`src/rtl/counter_run_pkg.sv`:
```
// Shared types and helpers for the counter run controller.
package counter_run_pkg;

   localparam int unsigned CNT_W_DFLT = 4;
   localparam int unsigned NUM_REQ    = 2;
   localparam int unsigned CNT_W_MAX  = 16;

   typedef enum logic [1:0] {
      ST_IDLE = 2'd0,
      ST_RUN  = 2'd1,
      ST_DONE = 2'd2
   } state_e;

   // True when q is the final count of a run of length len (q == len-1 mod 2^w);
   // len == 0 therefore ends on the all-ones count, giving a full 2^w run.
   function automatic logic last_count(input logic [CNT_W_MAX-1:0] q,
                                       input logic [CNT_W_MAX-1:0] len,
                                       input int unsigned          w);
      logic [CNT_W_MAX-1:0] mask;
      logic [CNT_W_MAX-1:0] diff;
      mask = (CNT_W_MAX'(1) << w) - CNT_W_MAX'(1);
      diff = len - q - CNT_W_MAX'(1);
      return (diff & mask) == '0;
   endfunction

endpackage

```
`src/rtl/counter_run_controller_rr_arbiter2.sv`:
```
// Two-way request arbiter; round-robin when CRC_ROUND_ROBIN_EN is defined,
// otherwise fixed priority with req[0] winning contention.
module rr_arbiter2
   import counter_run_pkg::*;
(
   input  logic               clock,
   input  logic               clear,
   input  logic [NUM_REQ-1:0] req,
   input  logic               last_owner,
   input  logic               upd,
   output logic [NUM_REQ-1:0] gnt_c
);

`ifdef CRC_ROUND_ROBIN_EN
   logic ptr_q;
   logic ptr_d;

   // Pointer remembers the most recent owner; reset value lets req[0] win first.
   always_ff @(posedge clock) begin
      if (!clear) begin
         ptr_q <= 1'b1;
      end else begin
         ptr_q <= ptr_d;
      end
   end

   always_comb begin
      ptr_d = ptr_q;
      if (upd) begin
         ptr_d = last_owner;
      end
   end

   always_comb begin
      gnt_c = '0;
      if (req == 2'b11) begin
         gnt_c[~ptr_q] = 1'b1;
      end else if (req[0]) begin
         gnt_c = 2'b01;
      end else if (req[1]) begin
         gnt_c = 2'b10;
      end
   end
`else
   logic unused_c;
   assign unused_c = ^{clock, clear, last_owner, upd};

   always_comb begin
      gnt_c = '0;
      if (req[0]) begin
         gnt_c = 2'b01;
      end else if (req[1]) begin
         gnt_c = 2'b10;
      end
   end
`endif

endmodule

```
`src/rtl/counter_run_controller.sv`:
```
// Shares one synchronous counter between two requesters: grant, clear, count
// for len cycles, hold result and pulse done. Arbitration policy: CRC_ROUND_ROBIN_EN.
module counter_run_controller
   import counter_run_pkg::*;
#(
   parameter int unsigned CNT_W = CNT_W_DFLT
)
(
   input  logic               clock,
   input  logic               clear,
   input  logic [NUM_REQ-1:0] req,
   input  logic [CNT_W-1:0]   len0,
   input  logic [CNT_W-1:0]   len1,
   output logic [NUM_REQ-1:0] gnt,
   output logic [NUM_REQ-1:0] done,
   output logic               busy,
   output logic               cnt_en,
   output logic               cnt_clear,
   input  logic [CNT_W-1:0]   cnt_q
);

   state_e             state_q, state_d;
   logic               owner_q, owner_d;
   logic [CNT_W-1:0]   len_q, len_d;
   logic [NUM_REQ-1:0] gnt_q, gnt_d;
   logic [NUM_REQ-1:0] done_q, done_d;
   logic               busy_q, busy_d;
   logic               cnt_en_q, cnt_en_d;
   logic               cnt_clear_q, cnt_clear_d;

   logic [NUM_REQ-1:0] arb_gnt_c;
   logic               upd_c;
   logic               last_c;

   assign upd_c  = (state_q == ST_IDLE) && (|req);
   assign last_c = last_count(CNT_W_MAX'(cnt_q), CNT_W_MAX'(len_q), CNT_W);

   rr_arbiter2 u_arb (
      .clock      (clock),
      .clear      (clear),
      .req        (req),
      .last_owner (owner_d),
      .upd        (upd_c),
      .gnt_c      (arb_gnt_c)
   );

   // State and registered Moore outputs.
   always_ff @(posedge clock) begin
      if (!clear) begin
         state_q     <= ST_IDLE;
         owner_q     <= 1'b0;
         len_q       <= '0;
         gnt_q       <= '0;
         done_q      <= '0;
         busy_q      <= 1'b0;
         cnt_en_q    <= 1'b0;
         cnt_clear_q <= 1'b0;
      end else begin
         state_q     <= state_d;
         owner_q     <= owner_d;
         len_q       <= len_d;
         gnt_q       <= gnt_d;
         done_q      <= done_d;
         busy_q      <= busy_d;
         cnt_en_q    <= cnt_en_d;
         cnt_clear_q <= cnt_clear_d;
      end
   end

   // Next state, plus output values decoded from the state being entered.
   always_comb begin
      state_d     = state_q;
      owner_d     = owner_q;
      len_d       = len_q;
      gnt_d       = '0;
      done_d      = '0;
      busy_d      = 1'b0;
      cnt_en_d    = 1'b0;
      cnt_clear_d = 1'b0;

      unique case (state_q)
         ST_IDLE: begin
            if (|req) begin
               owner_d = arb_gnt_c[1];
               len_d   = arb_gnt_c[0] ? len0 : len1;
               state_d = ST_RUN;
            end
         end
         ST_RUN: begin
            if (!req[owner_q]) begin
               state_d = ST_IDLE;
            end else if (last_c) begin
               state_d = ST_DONE;
            end
         end
         ST_DONE: begin
            state_d = ST_IDLE;
         end
         default: begin
            state_d = ST_IDLE;
         end
      endcase

      busy_d      = (state_d != ST_IDLE);
      cnt_clear_d = (state_d != ST_IDLE);
      cnt_en_d    = (state_d == ST_RUN);
      if (state_d == ST_RUN) begin
         gnt_d[owner_d] = 1'b1;
      end
      if (state_d == ST_DONE) begin
         done_d[owner_d] = 1'b1;
      end
   end

   assign gnt       = gnt_q;
   assign done      = done_q;
   assign busy      = busy_q;
   assign cnt_en    = cnt_en_q;
   assign cnt_clear = cnt_clear_q;

endmodule

```
`config.mk`:
```
export PLATFORM = sky130hd
export DESIGN_NAME = counter_run_controller
export DESIGN_NICKNAME = d
export VERILOG_FILES = /design/src/rtl/counter_run_pkg.sv /design/src/rtl/counter_run_controller_rr_arbiter2.sv /design/src/rtl/counter_run_controller.sv
export SDC_FILE = /design/constraint.sdc
export NUM_CORES = 1
export LEC_CHECK = 0
export ABC_AREA = 1
export ABC_CLOCK_PERIOD_IN_PS = 1700
export BUFFER_PORTS_ARGS = -buffer_cell sky130_fd_sc_hd__buf_2
export CORE_MARGIN = 4
export CORE_UTILIZATION = 25
export CTS_BUF_LIST = sky130_fd_sc_hd__clkbuf_8
export CTS_CLUSTER_DIAMETER = 50
export CTS_CLUSTER_SIZE = 10
export DETAILED_ROUTE_END_ITERATION = 8
export GPL_ROUTABILITY_DRIVEN = 1
export PLACE_DENSITY = 0.47
export SYNTH_ARGS = -nofsm -noshare
export SYNTH_HDL_FRONTEND = slang
export SYNTH_HIERARCHICAL = 1
export SYNTH_SLANG_ARGS = --single-unit
```
`constraint.sdc`:
```
create_clock -name clock -period 1.7 [get_ports clock]
set_input_delay 0.34 -clock clock [delete_from_list [all_inputs] [get_ports clock]]
set_output_delay 0.34 -clock clock [all_outputs]
set_load 0.02 [all_outputs]
```
# After elaboration in Yosys (flattened, before gate mapping)
# Index checks and enable logic that the tools add are counted.
# W data, S select, Z words.
[totals] register_bits=13 wordCells=36 out_inout_bits=7 in_bits=16
[op_classes] order_cmp=3 eq_ne=3 muxes=13 reduce_logical=8 addsub=2
[op_table] operator="$logic_not A16 Y1" count=1
[op_table] operator="$mux W2" count=5
[op_table] operator="$reduce_and A2 Y1" count=3
[op_table] operator="$mux W1" count=5
[op_table] operator="$eq A2 B1 Y1 const B" count=2
[op_table] operator="$lt A1 B2 Y1 const B" count=2
[op_table] operator="$mux W4" count=1
[op_table] operator="$pmux W2 S2" count=1
[op_table] operator="$sub A4 B2 Y4 const B" count=1
[op_table] operator="$sub A4 B4 Y4" count=1
[op_table] operator="$eq A2 B2 Y1 const B" count=1
[op_table] operator="$logic_not A2 Y1" count=1
[op_table] operator="$reduce_bool A2 Y1" count=1
[op_table] operator="$reduce_or A2 Y1" count=1
[op_table] operator="$demux W1 S1" count=1
[op_table] operator="$ge A1 B1 Y1 const B" count=1
[op_table] operator="$logic_and A1 B1 Y1" count=1

# Longest topological paths before layout
# Gate-level depths: netlist of the first run.
[depth] word_depth=8 ltp_mapped=12 depth_no_buf=12

# By module
# Netlist of the first run, hierarchy kept.
[modules_own_cells] module="counter_run_controller" n_inst=1 area_each_um2=660.6 seq_area_each_um2=260.2 cells_per_inst=85
[modules_own_cells] module="rr_arbiter2" n_inst=1 area_each_um2=17.5 seq_area_each_um2=0.0 cells_per_inst=3

# Worst setup path before layout of the first run
# OpenSTA, ideal clock, no wires.
[synth_path] kind="input-to-reg" startpoint="in cnt_q[0]" endpoint="reg cnt_clear_q (netlist: cnt_clear)" cell_stages=11 setup_time_ps=117 required_time_ps=1583 arrival_ps=1580 path_slack_ps=3 cell_sequence="inv_1 -> ha_1 -> fa_1 -> nor2_1 -> nand2_1 -> nor2_2 -> nand3_2 -> nand2_1 -> nand2_1 -> nand2_2 -> nand2_1"
[synth_between] elab_chain_cells=7
[synth_lines] element="start: declaration" line="counter_run_controller.sv:19" rtl="input logic [CNT_W-1:0] cnt_q"
[synth_lines] element="$sub A4 B4 Y4" line="counter_run_pkg.sv:22" rtl="diff = len - q - CNT_W_MAX'(1);"
[synth_lines] element="$sub A4 B2 Y4" line="counter_run_pkg.sv:22"
[synth_lines] element="$logic_not A16 Y1" line="counter_run_pkg.sv:23" rtl="return (diff & mask) == '0;"
[synth_lines] element="$mux W2" line="counter_run_controller.sv:92" rtl="end else if (last_c) begin"
[synth_lines] element="$mux W2" line="counter_run_controller.sv:90" rtl="if (!req[owner_q]) begin"
[synth_lines] element="$pmux W2 S2" line="counter_run_controller.sv:81" rtl="unique case (state_q)"
[synth_lines] element="$reduce_bool A2 Y1" line="counter_run_controller.sv:105" rtl="cnt_clear_d = (state_d != ST_IDLE);"
[synth_lines] element="end signal: assignment" line="counter_run_controller.sv:66" rtl="cnt_clear_q <= cnt_clear_d;"
[synth_lines] element="end: declaration" line="counter_run_controller.sv:29" rtl="logic cnt_clear_q, cnt_clear_d;"
# No other way between the ends.
# A chain may end at the register's enable or synchronous reset.

# Worst setup path in the final report of the first run
[layout_path] startpoint="reg len_q[0]" endpoint="reg cnt_clear_q (netlist: cnt_clear)"
[layout_between] elab_chain_cells=7
[layout_lines] element="start: declaration" line="counter_run_controller.sv:24" rtl="logic [CNT_W-1:0] len_q, len_d;"
[layout_lines] element="start signal: assignment" line="counter_run_controller.sv:61" rtl="len_q <= len_d;"
[layout_lines] element="$sub A4 B4 Y4" line="counter_run_pkg.sv:22"
[layout_lines] element="$sub A4 B2 Y4" line="counter_run_pkg.sv:22"
[layout_lines] element="$logic_not A16 Y1" line="counter_run_pkg.sv:23"
[layout_lines] element="$mux W2" line="counter_run_controller.sv:92"
[layout_lines] element="$mux W2" line="counter_run_controller.sv:90"
[layout_lines] element="$pmux W2 S2" line="counter_run_controller.sv:81"
[layout_lines] element="$reduce_bool A2 Y1" line="counter_run_controller.sv:105"
# No other way between the ends.

==> impl_metrics.prom, run 1 <==
# TYPE chip_impl_metric gauge
chip_impl_info{name="run_status",value="finished, final reports clean"} 1
chip_impl_metric{name="drt_wl_total",unit="um"} 1310
chip_impl_metric{name="post_route_drc",unit=""} 0
chip_impl_metric{name="synth-seq-area-share",unit=""} 0.384
chip_impl_metric{name="cts_setup_buffers",unit=""} 0
chip_impl_metric{name="coreArea",unit="sq mm"} 0.00252
chip_impl_metric{name="crit_path_max_fanout",unit=""} 5
chip_impl_metric{name="path_clk_slew",unit="ns"} 0.05
chip_impl_metric{name="powerDensity",unit="mW/mm^2"} 896
chip_impl_metric{name="ys_seq_elements",unit=""} 13
chip_impl_metric{name="post-route-min-period",unit="ns"} 1.67
chip_impl_info{name="worst_hold_path_type",value="in -> reg"} 1
chip_impl_metric{name="grt_max_degree",unit=""} 12
chip_impl_info{name="cell_breakdown_of_the_critical_path",value="ha_4, fa_1, nor2_1, nand2_1, nor2_2, nand3_2, nand2_2, nand2_2, nand2_4, nand2_1"} 1
chip_impl_metric{name="final_max_slew_viol_count",unit=""} 0
chip_impl_metric{name="die_height",unit="um"} 60.1
chip_impl_metric{name="groute.usage.overall",unit=""} 0.0857
chip_impl_info{name="cts_tree",value="built"} 1
chip_impl_info{name="yosys-top-cells-area",value="sky130_fd_sc_hd__dfxtp_1 (38%), sky130_fd_sc_hd__inv_1 (8.9%), sky130_fd_sc_hd__nand2_1 (6.6%), sky130_fd_sc_hd__nor2_1 (6.1%), sky130_fd_sc_hd__a21oi_1 (5.9%)"} 1
chip_impl_metric{name="synthArstFlopShare",unit=""} 0
chip_impl_metric{name="comb_power_share",unit=""} 0.249
chip_impl_metric{name="tritoncts_num_sinks",unit=""} 13
chip_impl_metric{name="layout-drive-gt1-share",unit=""} 0.439
chip_impl_metric{name="p_switching",unit="mW"} 0.236
chip_impl_metric{name="timing_worst_slew_pin_value",unit="ns"} 0.269
chip_impl_metric{name="worst_skew_pair.late_latency",unit="ns"} 0.24
chip_impl_metric{name="routedWlPerCell",unit="um"} 9.11
chip_impl_metric{name="synth_largest_type_area_fraction",unit=""} 0.384
chip_impl_metric{name="cts.htree.levels",unit=""} 1
chip_impl_metric{name="synthDistinctLibCells",unit=""} 20
chip_impl_metric{name="cap_violations",unit=""} 0
chip_impl_metric{name="detailedPlace.worstSlack",unit="ns"} -0.225
chip_impl_metric{name="cellInternalPower",unit="mW"} 0.573
chip_impl_metric{name="syn_area_per_cell",unit="sq um"} 7.71
chip_impl_metric{name="finalWorstSetupSlack",unit="ns"} 0.0314
chip_impl_metric{name="netSwitchingFraction",unit=""} 0.292
chip_impl_metric{name="synth-edff-count",unit=""} 0
chip_impl_metric{name="drtAntennaViolNets",unit=""} 0
chip_impl_metric{name="syn_to_final_growth",unit="%"} 33.2
chip_impl_metric{name="grt_pass1_vias",unit=""} 537
chip_impl_metric{name="clock_power_share",unit=""} 0.322
chip_impl_metric{name="grt_antenna_before_repair",unit=""} 0
chip_impl_metric{name="row_count",unit=""} 18
chip_impl_metric{name="synthesis.nets",unit=""} 108
chip_impl_info{name="crit_path_start_kind",value="flip-flop"} 1
chip_impl_metric{name="floorplan.initialDensity",unit=""} 0.269
chip_impl_info{name="synthDominantAreaCellType",value="sky130_fd_sc_hd__dfxtp_1"} 1
chip_impl_info{name="ys.flop_type",value="sky130_fd_sc_hd__dfxtp_1"} 1
chip_impl_metric{name="numPortBuffers",unit=""} 22
chip_impl_metric{name="multi_input_comb_area",unit="sq um"} 355
chip_impl_metric{name="worstPathBufferInverterCount",unit=""} 0
chip_impl_info{name="rsz0062_at_grt",value="yes"} 1
chip_impl_metric{name="hold_viol_final",unit=""} 0
chip_impl_metric{name="sequentialPowerShare",unit=""} 0.429
chip_impl_metric{name="critical_path_required",unit="ns"} 1.83
chip_impl_metric{name="register_area",unit="sq um"} 262
chip_impl_metric{name="yosys_warnings",unit=""} 6
chip_impl_metric{name="worstPathArrival",unit="ns"} 1.80
chip_impl_info{name="timing.setup.critical_path_class",value="reg -> reg"} 1
chip_impl_metric{name="n_antenna_cell",unit=""} 0
chip_impl_metric{name="post_synthesis_cell_area",unit="sq um"} 678
chip_impl_metric{name="global_route_wire_length_before_repair",unit="um"} 2220
chip_impl_metric{name="detail_route.vias_per_cell",unit=""} 4.02
chip_impl_metric{name="power_leakage",unit="nW"} 0.497
chip_impl_metric{name="io_pins",unit=""} 23
chip_impl_info{name="critical_path.top_delay_family",value="simple AND/OR/NAND/NOR gates"} 1
chip_impl_metric{name="die-width",unit="um"} 60.1
chip_impl_metric{name="number_of_endpoints_failing_setup_at_the_final_stage",unit=""} 0
chip_impl_metric{name="drt_first_iter_violations",unit=""} 9
chip_impl_metric{name="worst_case_clock_skew",unit="ns"} 0.00336
chip_impl_metric{name="fin_crit_sh",unit=""} 0.982
chip_impl_metric{name="clock.fmax",unit="GHz"} 0.599
chip_impl_info{name="yosysMostFrequentCell",value="sky130_fd_sc_hd__inv_1"} 1
chip_impl_metric{name="vdd_ir_max",unit="uV"} 437
chip_impl_metric{name="global_route.overflow_total",unit=""} 0
chip_impl_metric{name="num_vias",unit=""} 579
chip_impl_metric{name="place.detailed.hpwl",unit="um"} 1080
chip_impl_info{name="synth_top_cells_by_count",value="sky130_fd_sc_hd__inv_1 (16), sky130_fd_sc_hd__dfxtp_1 (13), sky130_fd_sc_hd__nand2_1 (12)"} 1
chip_impl_metric{name="num-fill-cells",unit=""} 278
chip_impl_metric{name="max_incr_delay_on_cp",unit="ns"} 0.42
chip_impl_metric{name="cts-root-to-sink-buffers",unit=""} 2
chip_impl_info{name="critical-path-slowest-cell",value="sky130_fd_sc_hd__fa_1"} 1
chip_impl_metric{name="detailedRoute.firstPassIterationCount",unit=""} 4
chip_impl_info{name="cp-end-kind",value="flip-flop"} 1
chip_impl_metric{name="die_area",unit="sq mm"} 0.00361
chip_impl_metric{name="nNetsFinal",unit=""} 135
chip_impl_metric{name="worst_hold_slack",unit="ns"} 0.388
chip_impl_info{name="root_buffer",value="sky130_fd_sc_hd__clkbuf_8"} 1
chip_impl_metric{name="slew_headroom",unit=""} 0.821
chip_impl_metric{name="post_synth_inst_count",unit=""} 88
chip_impl_metric{name="cts-buffers-inserted",unit=""} 3
chip_impl_metric{name="gpl.final_weighted_congestion",unit=""} 0.799
## cells by family after synthesis
kind of cell | count (synthesis) | synth area share
and+or+nand+nor | 33 | 0.264
buffers and inverters | 22 | 0.133
AOI/OAI and AO/OA | 16 | 0.135
DFF | 13 | 0.384
adders and majority gates | 4 | 0.0849
## cell usage in the layout (no fill, tap or decap)
cell type,instances
sky130_fd_sc_hd__a21oi_1,8
sky130_fd_sc_hd__a21oi_2,1
sky130_fd_sc_hd__buf_2,22
sky130_fd_sc_hd__buf_4,3
sky130_fd_sc_hd__clkbuf_8,3
sky130_fd_sc_hd__dfxtp_1,12
sky130_fd_sc_hd__dfxtp_2,1
sky130_fd_sc_hd__fa_1,1
sky130_fd_sc_hd__ha_1,2
sky130_fd_sc_hd__ha_4,1
sky130_fd_sc_hd__inv_1,16
sky130_fd_sc_hd__inv_2,4
sky130_fd_sc_hd__nand2_1,10
sky130_fd_sc_hd__nand2_2,2
sky130_fd_sc_hd__nand2_4,1
sky130_fd_sc_hd__nand3_1,1
sky130_fd_sc_hd__nand3_2,2
sky130_fd_sc_hd__nand3b_4,1
sky130_fd_sc_hd__nor2_1,9
sky130_fd_sc_hd__nor2_2,6
sky130_fd_sc_hd__nor3_4,1
sky130_fd_sc_hd__o21ai_0,4
sky130_fd_sc_hd__o21ai_1,1
sky130_fd_sc_hd__o21ai_2,2
## path summary, 6_finish.rpt
check            from   endpoint  slack, ns  cells past startpoint
max reg2reg  len_q[0]  cnt_clear       0.03                     10
min           len0[0]   len_q[0]       0.39                      3
max          len_q[0]  cnt_clear       0.03                     10
min reg2reg   owner_q    done[1]       0.49                      2
## flip-flops by register name (all words and copies together) (netlist names)
| name | flops |
|---|---|
| cnt_clear | 1 |
| cnt_en | 1 |
| done | 2 |
| state_q | 2 |
| gnt | 2 |
| len_q | 4 |
| owner_q | 1 |
## final cells by class
| type | instances | share of cell area |
|---|---|---|
| multi-input cells | 53 | 0.393 |
| inverters | 19 | 0.0789 |
| flip-flops and latches | 13 | 0.289 |
| clock inverters | 1 | 0.00416 |
| repair buffers | 25 | 0.147 |
| clock buffers | 3 | 0.0457 |
| well taps | 30 | 0.0416 |
## worst register-to-register path, delay by kind of cell (launching register included)
family / cells / cell delay (ns)
adder cells (fa/ha/maj): 2 / 0.58
flip-flops: 1 / 0.33
AND/OR/NAND/NOR: 8 / 0.65
## what timing repair did
action,4_1_cts,5_1_grt
setup endpoints to repair,5,7
resized for setup,3,6
pin swaps,5,4
hold buffers,0,0
## metrics by stage
step                setup TNS [ns]  instance area [sq um]  cells  power, mW   util
global placement            -0.999                    830    140      0.540  0.329
CTS                        -0.0182                    888    144      0.813  0.352
detailed placement           -1.40                    830    140      0.544  0.329
finish                           0                    903    144      0.809  0.358
floorplan                        0                    678     88      0.486      -
global route                -0.312                    903    144      0.868  0.358
## power groups by stage
stage	combinational (mW)	sequential [mW]	clock [mW]
finish	0.201	0.347	0.261
CTS	0.197	0.348	0.268
floorplan	0.123	0.364	0
global placement	0.189	0.351	0
global route	0.228	0.351	0.290
detailed placement	0.192	0.352	0
## metal layers
metal,up-vias,global-route usage,wire length (um)
met3,2,0.0324,86
met4,0,0.0380,15
met5,-,0,0
met2,17,0.133,646
met1,240,0.105,564
li1,320,-,-
(Power assumes the default switching activity.)
==> inputs of run 2 (changes only) <==
--- a/config.mk
+++ b/config.mk
@@ -10,7 +10,7 @@
 export BUFFER_PORTS_ARGS = -buffer_cell sky130_fd_sc_hd__buf_2
 export CORE_MARGIN = 4
 export CORE_UTILIZATION = 25
-export CTS_BUF_LIST = sky130_fd_sc_hd__clkbuf_8
+export CTS_BUF_LIST = sky130_fd_sc_hd__clkbuf_4 sky130_fd_sc_hd__clkbuf_8 sky130_fd_sc_hd__clkbuf_16
 export CTS_CLUSTER_DIAMETER = 50
 export CTS_CLUSTER_SIZE = 10
 export DETAILED_ROUTE_END_ITERATION = 8
==> impl_metrics.prom, run 2 (synthesis gave the netlist of run 1 again) <==
# TYPE chip_impl_metric gauge
chip_impl_metric{name="clock_power_share",unit=""} 0.270
chip_impl_metric{name="clock.fmax",unit="GHz"} 0.598
chip_impl_metric{name="drt_wl_total",unit="um"} 1290
chip_impl_metric{name="postLayoutCoreUtil",unit=""} 0.352
chip_impl_info{name="cell_breakdown_of_the_critical_path",value="ha_4, fa_1, nor2_1, nand2_1, nor2_2, nand3_2, nand2_2, nand2_2, nand2_4, nand2_1"} 1
chip_impl_metric{name="grt_max_degree",unit=""} 12
chip_impl_metric{name="coreArea",unit="sq mm"} 0.00252
chip_impl_metric{name="drtAntennaViolNets",unit=""} 0
chip_impl_metric{name="numPortBuffers",unit=""} 22
chip_impl_metric{name="worstPathArrival",unit="ns"} 1.84
chip_impl_metric{name="groute.usage.overall",unit=""} 0.0857
chip_impl_metric{name="power_leakage",unit="nW"} 0.488
chip_impl_metric{name="final_max_slew_viol_count",unit=""} 0
chip_impl_metric{name="p_switching",unit="mW"} 0.229
chip_impl_metric{name="layout-drive-gt1-share",unit=""} 0.447
chip_impl_metric{name="cts_setup_buffers",unit=""} 0
chip_impl_metric{name="detailedPlace.worstSlack",unit="ns"} -0.225
chip_impl_metric{name="global_route_wire_length_before_repair",unit="um"} 2190
chip_impl_metric{name="cts-buffers-inserted",unit=""} 3
chip_impl_metric{name="critical_path_required",unit="ns"} 1.87
chip_impl_metric{name="numPlacedInstances",unit=""} 140
chip_impl_metric{name="crit_path_max_fanout",unit=""} 5
chip_impl_metric{name="nNetsFinal",unit=""} 135
chip_impl_metric{name="drt_first_iter_violations",unit=""} 8
chip_impl_metric{name="num-fill-cells",unit=""} 280
chip_impl_metric{name="grt_antenna_before_repair",unit=""} 0
chip_impl_metric{name="final-instance-count-excl-fill",unit=""} 144
chip_impl_info{name="run_status",value="finished, final reports clean"} 1
chip_impl_metric{name="io_pins",unit=""} 23
chip_impl_metric{name="path_clk_slew",unit="ns"} 0.08
chip_impl_metric{name="number_of_endpoints_failing_setup_at_the_final_stage",unit=""} 0
chip_impl_metric{name="finalWorstSetupSlack",unit="ns"} 0.0278
chip_impl_metric{name="die_area",unit="sq mm"} 0.00361
chip_impl_metric{name="gpl.final_weighted_congestion",unit=""} 0.799
chip_impl_metric{name="worst_skew_pair.late_latency",unit="ns"} 0.27
chip_impl_metric{name="die_height",unit="um"} 60.1
chip_impl_info{name="rsz0062_at_grt",value="yes"} 1
chip_impl_metric{name="vdd_ir_max",unit="uV"} 383
chip_impl_info{name="hold_path.startpoint",value="len0[0]"} 1
chip_impl_info{name="most_frequent_standard_cell_in_the_layout_excluding_fill_and_tap_cells",value="sky130_fd_sc_hd__buf_2"} 1
chip_impl_metric{name="max_incr_delay_on_cp",unit="ns"} 0.42
chip_impl_metric{name="num_vias",unit=""} 577
chip_impl_metric{name="detail_route.vias_per_cell",unit=""} 4.01
chip_impl_info{name="cts_tree",value="built"} 1
chip_impl_metric{name="powerDensity",unit="mW/mm^2"} 843
chip_impl_info{name="critical-path-slowest-cell",value="sky130_fd_sc_hd__fa_1"} 1
chip_impl_info{name="worst_hold_path_type",value="in -> reg"} 1
chip_impl_info{name="timing.setup.critical_path_class",value="reg -> reg"} 1
chip_impl_metric{name="global_route.overflow_total",unit=""} 0
chip_impl_metric{name="cts-root-to-sink-buffers",unit=""} 2
chip_impl_metric{name="netSwitchingFraction",unit=""} 0.306
chip_impl_info{name="timing.rr.start",value="len_q[0]"} 1
chip_impl_metric{name="comb_power_share",unit=""} 0.268
chip_impl_info{name="cp-end-kind",value="flip-flop"} 1
chip_impl_metric{name="floorplan.initialDensity",unit=""} 0.269
chip_impl_metric{name="sequentialPowerShare",unit=""} 0.462
chip_impl_metric{name="timing_worst_slew_pin_value",unit="ns"} 0.270
chip_impl_metric{name="place.detailed.hpwl",unit="um"} 1080
chip_impl_metric{name="largest_register_ff_count",unit=""} 4
chip_impl_metric{name="cap_violations",unit=""} 0
chip_impl_metric{name="syn_to_final_growth",unit="%"} 31.0
chip_impl_metric{name="worst_case_clock_skew",unit="ns"} 0.00277
chip_impl_metric{name="slew_headroom",unit=""} 0.820
chip_impl_metric{name="die-width",unit="um"} 60.1
chip_impl_metric{name="cellInternalPower",unit="mW"} 0.520
chip_impl_info{name="mostFrequentLayoutCells",value="sky130_fd_sc_hd__buf_2 (22), sky130_fd_sc_hd__inv_1 (15), sky130_fd_sc_hd__dfxtp_1 (12)"} 1
chip_impl_metric{name="grt_pass1_vias",unit=""} 538
chip_impl_metric{name="hold_viol_final",unit=""} 0
chip_impl_metric{name="row_count",unit=""} 18
chip_impl_metric{name="post_route_drc",unit=""} 0
chip_impl_metric{name="post-route-min-period",unit="ns"} 1.67
chip_impl_metric{name="cts.htree.levels",unit=""} 1
chip_impl_metric{name="n_antenna_cell",unit=""} 0
chip_impl_info{name="root_buffer",value="sky130_fd_sc_hd__clkbuf_4"} 1
chip_impl_metric{name="detailedRoute.firstPassIterationCount",unit=""} 3
chip_impl_info{name="largest-register",value="len_q"} 1
chip_impl_metric{name="routedWlPerCell",unit="um"} 8.93
chip_impl_metric{name="fin_crit_sh",unit=""} 0.984
chip_impl_info{name="crit_path_start_kind",value="flip-flop"} 1
chip_impl_info{name="worst_setup_path_startpoint",value="len_q[0]"} 1
chip_impl_metric{name="tritoncts_num_sinks",unit=""} 13
## run 2: cell count changes in the layout (fill, tap and decap cells not counted), sizes merged
cell	previous run	this run
clkbuf	3	4
inv	20	19
## run 2: repair_timing
action,4_1_cts,5_1_grt
pin swaps,6,3
gates cloned,0,0
hold buffers,0,0
setup endpoints to repair,5,7
gates resized for setup,3,6
## run 2: final cells by class
class / instances / area [sq um] / area share
multi-input cells: 53 / 355 / 0.400
flip-flops and latches: 13 / 262 / 0.294
repair buffers: 25 / 133 / 0.149
inverters: 19 / 71.3 / 0.0803
well taps: 30 / 37.5 / 0.0423
clock buffers: 4 / 30.0 / 0.0338
## run 2: stage by stage
stage / area (sq um) / hold slack (ns) / setup TNS, ns / total power [mW]
CTS: 873 / 0.346 / -0.0363 / 0.755
finish: 888 / 0.351 / 0 / 0.749
detailed placement: 830 / 0.470 / -1.40 / 0.544
global route: 888 / 0.357 / -0.339 / 0.809
floorplan: 678 / 0.449 / 0 / 0.486
global placement: 830 / 0.479 / -0.999 / 0.540
## run 2: worst paths after layout
| check | slack, ns | endpoint | cells after the start |
|---|---|---|---|
| worst max-delay path | 0.03 | cnt_clear | 10 |
| worst min-delay path | 0.35 | len_q[0] | 3 |
| worst max register to register | 0.03 | cnt_clear | 10 |
| worst min register to register | 0.49 | done[1] | 2 |
## run 2: worst max-delay path: cells and delay by family (launching register included)
kind / cells / cell delay [ns]
AND/OR/NAND/NOR: 8 / 0.65
flip-flops: 1 / 0.34
adder cells (fa/ha/maj): 2 / 0.58
## run 2: power groups by stage
| stage | sequential [mW] | clock [mW] | combinational, mW |
|---|---|---|---|
| detailed placement | 0.352 | 0 | 0.192 |
| global route | 0.350 | 0.232 | 0.227 |
| finish | 0.346 | 0.202 | 0.201 |
| global placement | 0.351 | 0 | 0.189 |
| floorplan | 0.364 | 0 | 0.123 |
| CTS | 0.347 | 0.212 | 0.196 |
## run 2: routing by layer
layer	track usage	vias up	share of wire
met1	0.103	237	0.44
met4	0.0475	0	0.019
met5	0	-	0
met3	0.0324	4	0.054
li1	-	323	-
met2	0.130	13	0.49
==> inputs of run 3 (changes only) <==
--- a/config.mk
+++ b/config.mk
@@ -6,16 +6,16 @@
 export NUM_CORES = 1
 export LEC_CHECK = 0
 export ABC_AREA = 1
-export ABC_CLOCK_PERIOD_IN_PS = 1700
+export ABC_CLOCK_PERIOD_IN_PS = 1630
 export BUFFER_PORTS_ARGS = -buffer_cell sky130_fd_sc_hd__buf_2
 export CORE_MARGIN = 4
-export CORE_UTILIZATION = 25
+export CORE_UTILIZATION = 30
 export CTS_BUF_LIST = sky130_fd_sc_hd__clkbuf_4 sky130_fd_sc_hd__clkbuf_8 sky130_fd_sc_hd__clkbuf_16
 export CTS_CLUSTER_DIAMETER = 50
 export CTS_CLUSTER_SIZE = 10
 export DETAILED_ROUTE_END_ITERATION = 8
 export GPL_ROUTABILITY_DRIVEN = 1
-export PLACE_DENSITY = 0.47
+export PLACE_DENSITY = 0.52
 export SYNTH_ARGS = -nofsm -noshare
 export SYNTH_HDL_FRONTEND = slang
 export SYNTH_HIERARCHICAL = 1
==> constraint.sdc (replaced) <==
create_clock -name clock -period 1.63 [get_ports clock]
set_input_delay 0.326 -clock clock [delete_from_list [all_inputs] [get_ports clock]]
set_output_delay 0.326 -clock clock [all_outputs]
set_load 0.02 [all_outputs]
==> impl_metrics.prom, run 3 (synthesis gave the netlist of run 1 again) <==
# TYPE chip_impl_metric gauge
chip_impl_metric{name="num_vias",unit=""} 600
chip_impl_info{name="largest-register",value="len_q"} 1
chip_impl_metric{name="grt_antenna_before_repair",unit=""} 0
chip_impl_metric{name="final-instance-count-excl-fill",unit=""} 142
chip_impl_metric{name="n_antenna_cell",unit=""} 0
chip_impl_metric{name="totalNegativeSetupSlack",unit="ns"} -0.284
chip_impl_metric{name="io_pins",unit=""} 23
chip_impl_metric{name="timing.reg2reg.setup_slack",unit="ns"} -0.06
chip_impl_metric{name="worst_case_clock_skew",unit="ns"} 0.00304
chip_impl_metric{name="finalWorstSetupSlack",unit="ns"} -0.0557
chip_impl_metric{name="routedWlPerCell",unit="um"} 8.94
chip_impl_metric{name="syn_to_final_growth",unit="%"} 31.9
chip_impl_info{name="worst_hold_path_type",value="in -> reg"} 1
chip_impl_metric{name="layout-drive-gt1-share",unit=""} 0.461
chip_impl_metric{name="detailedRoute.firstPassIterationCount",unit=""} 2
chip_impl_metric{name="global_route_wire_length_before_repair",unit="um"} 2270
chip_impl_metric{name="row_count",unit=""} 16
chip_impl_metric{name="vdd_ir_max",unit="uV"} 461
chip_impl_metric{name="timing_worst_slew_pin_value",unit="ns"} 0.296
chip_impl_metric{name="place.detailed.hpwl",unit="um"} 1050
chip_impl_metric{name="die-width",unit="um"} 55.5
chip_impl_metric{name="grt_pass1_vias",unit=""} 531
chip_impl_metric{name="fin_crit_sh",unit=""} 1.03
chip_impl_info{name="mostFrequentLayoutCells",value="sky130_fd_sc_hd__buf_2 (22), sky130_fd_sc_hd__inv_1 (15), sky130_fd_sc_hd__dfxtp_1 (12)"} 1
chip_impl_metric{name="cts-buffers-inserted",unit=""} 3
chip_impl_metric{name="numPortBuffers",unit=""} 22
chip_impl_info{name="rsz0062_at_grt",value="yes"} 1
chip_impl_info{name="cell_breakdown_of_the_critical_path",value="ha_4, fa_1, nor2_1, nand2_1, nor2_2, nand3_2, nand2_2, nand2_2, nand2_4, nor2_2"} 1
chip_impl_metric{name="floorplan.initialDensity",unit=""} 0.329
chip_impl_metric{name="tritoncts_num_sinks",unit=""} 13
chip_impl_metric{name="numPlacedInstances",unit=""} 137
chip_impl_metric{name="critical_path_required",unit="ns"} 1.81
chip_impl_metric{name="groute.usage.overall",unit=""} 0.0910
chip_impl_metric{name="power_leakage",unit="nW"} 0.491
chip_impl_metric{name="placement.cell_area",unit="sq um"} 828
chip_impl_metric{name="largest_register_ff_count",unit=""} 4
chip_impl_metric{name="worstPathBufferInverterCount",unit=""} 0
chip_impl_metric{name="hold_viol_final",unit=""} 0
chip_impl_metric{name="worst_hold_slack",unit="ns"} 0.342
chip_impl_metric{name="crit_path_max_fanout",unit=""} 5
chip_impl_metric{name="drt_wl_total",unit="um"} 1270
chip_impl_metric{name="worstPathArrival",unit="ns"} 1.86
chip_impl_info{name="most_frequent_standard_cell_in_the_layout_excluding_fill_and_tap_cells",value="sky130_fd_sc_hd__buf_2"} 1
chip_impl_metric{name="die_height",unit="um"} 55.5
chip_impl_info{name="cts_tree",value="built"} 1
chip_impl_metric{name="cts.htree.levels",unit=""} 1
chip_impl_metric{name="number_of_endpoints_failing_setup_at_the_final_stage",unit=""} 7
chip_impl_metric{name="report.power.total",unit="mW"} 0.772
chip_impl_info{name="cp-end-kind",value="flip-flop"} 1
chip_impl_metric{name="coreArea",unit="sq mm"} 0.00206
chip_impl_metric{name="post-route-min-period",unit="ns"} 1.69
chip_impl_metric{name="multi_input_comb_area",unit="sq um"} 358
chip_impl_info{name="crit_path_start_kind",value="flip-flop"} 1
chip_impl_metric{name="slew_headroom",unit=""} 0.802
chip_impl_metric{name="clock.fmax",unit="GHz"} 0.593
chip_impl_metric{name="post_route_drc",unit=""} 0
chip_impl_metric{name="grt_max_degree",unit=""} 12
chip_impl_info{name="failing_checks",value="negative setup slack"} 1
chip_impl_metric{name="num-fill-cells",unit=""} 219
chip_impl_metric{name="gpl.final_weighted_congestion",unit=""} 0.680
chip_impl_info{name="critical-path-slowest-cell",value="sky130_fd_sc_hd__fa_1"} 1
chip_impl_metric{name="register_area",unit="sq um"} 264
chip_impl_metric{name="detail_route.vias_per_cell",unit=""} 4.23
chip_impl_info{name="root_buffer",value="sky130_fd_sc_hd__clkbuf_4"} 1
chip_impl_metric{name="die_area",unit="sq mm"} 0.00309
chip_impl_metric{name="powerDensity",unit="mW/mm^2"} 863
chip_impl_metric{name="global_route.overflow_total",unit=""} 0
chip_impl_info{name="run_status",value="complete, but fails checks"} 1
chip_impl_metric{name="final_area",unit="sq um"} 895
chip_impl_metric{name="drt_first_iter_violations",unit=""} 5
chip_impl_metric{name="cap_violations",unit=""} 0
chip_impl_metric{name="max_incr_delay_on_cp",unit="ns"} 0.43
chip_impl_metric{name="cts-root-to-sink-buffers",unit=""} 2
chip_impl_metric{name="nNetsFinal",unit=""} 136
chip_impl_metric{name="path_clk_slew",unit="ns"} 0.08
chip_impl_metric{name="final_max_slew_viol_count",unit=""} 0
chip_impl_metric{name="post_cts_hold_buffer_count",unit=""} 0
chip_impl_metric{name="worst_skew_pair.late_latency",unit="ns"} 0.28
chip_impl_metric{name="drtAntennaViolNets",unit=""} 0
chip_impl_info{name="timing.setup.critical_path_class",value="reg -> reg"} 1
chip_impl_info{name="critical_path.top_delay_family",value="simple AND/OR/NAND/NOR gates"} 1
-- run 3: cell types whose count changed in the layout (fill, tap and decap cells not counted), sizes merged --
cell,previous run,this run
buf,25,26
clkbuf,4,3
clkinv,0,1
-- run 3: report_power, final --
part | internal (mW) | switching [mW] | total (mW)
Clock | 0.0910 | 0.108 | 0.199
Sequential | 0.346 | 0.0155 | 0.361
Combinational | 0.0869 | 0.124 | 0.211
-- run 3: worst paths after layout --
kind,end,from,cells after the start
worst max-delay path,gnt[1],len_q[0],10
worst min-delay path,len_q[1],len0[1],3
worst max register to register,gnt[1],len_q[0],10
worst min register to register,done[1],owner_q,2
-- run 3: layout make-up --
class                           instances  area share
Tap cell                               27      0.0378
Inverter                               19      0.0797
Clock buffer                            3      0.0252
Clock inverter                          1     0.00559
Multi-Input combinational cell         53       0.400
Sequential cell                        13       0.295
Timing Repair Buffer                   26       0.157
-- run 3: metal layers --
| layer | up-vias | GRT usage | part of all wire | wire length, um |
|---|---|---|---|---|
| met3 | 4 | 0.0280 | 0.065 | 83 |
| met4 | 0 | 0.0417 | 0.017 | 22 |
| met5 | - | 0 | 0 | 0 |
| li1 | 326 | - | - | - |
| met1 | 251 | 0.122 | 0.52 | 655 |
| met2 | 19 | 0.132 | 0.40 | 508 |
-- run 3: worst reg2reg max path, stage by stage, from the launching register on --
cell	delay [ns]
sky130_fd_sc_hd__dfxtp_4	0.36
sky130_fd_sc_hd__ha_4	0.16
sky130_fd_sc_hd__fa_1	0.43
sky130_fd_sc_hd__nor2_1	0.11
sky130_fd_sc_hd__nand2_1	0.06
sky130_fd_sc_hd__nor2_2	0.11
sky130_fd_sc_hd__nand3_2	0.08
sky130_fd_sc_hd__nand2_2	0.06
sky130_fd_sc_hd__nand2_2	0.05
sky130_fd_sc_hd__nand2_4	0.11
sky130_fd_sc_hd__nor2_2	0.05
-- run 3: per-stage QoR --
step           utilization  worst slack (ns)
6_report             0.434           -0.0557
5_1_grt              0.434            -0.162
4_1_cts              0.421           -0.0614
3_5_place_dp         0.402            -0.211
3_3_place_gp         0.402            -0.184
2_1_floorplan            -           -0.0119
-- run 3: repair_timing --
item | 4_1_cts | 5_1_grt
setup buffers | 0 | 1
endpoints found under the setup margin | 7 | 8
pin swaps | 2 | 6
resized for setup | 2 | 8
gates cloned | 0 | 0
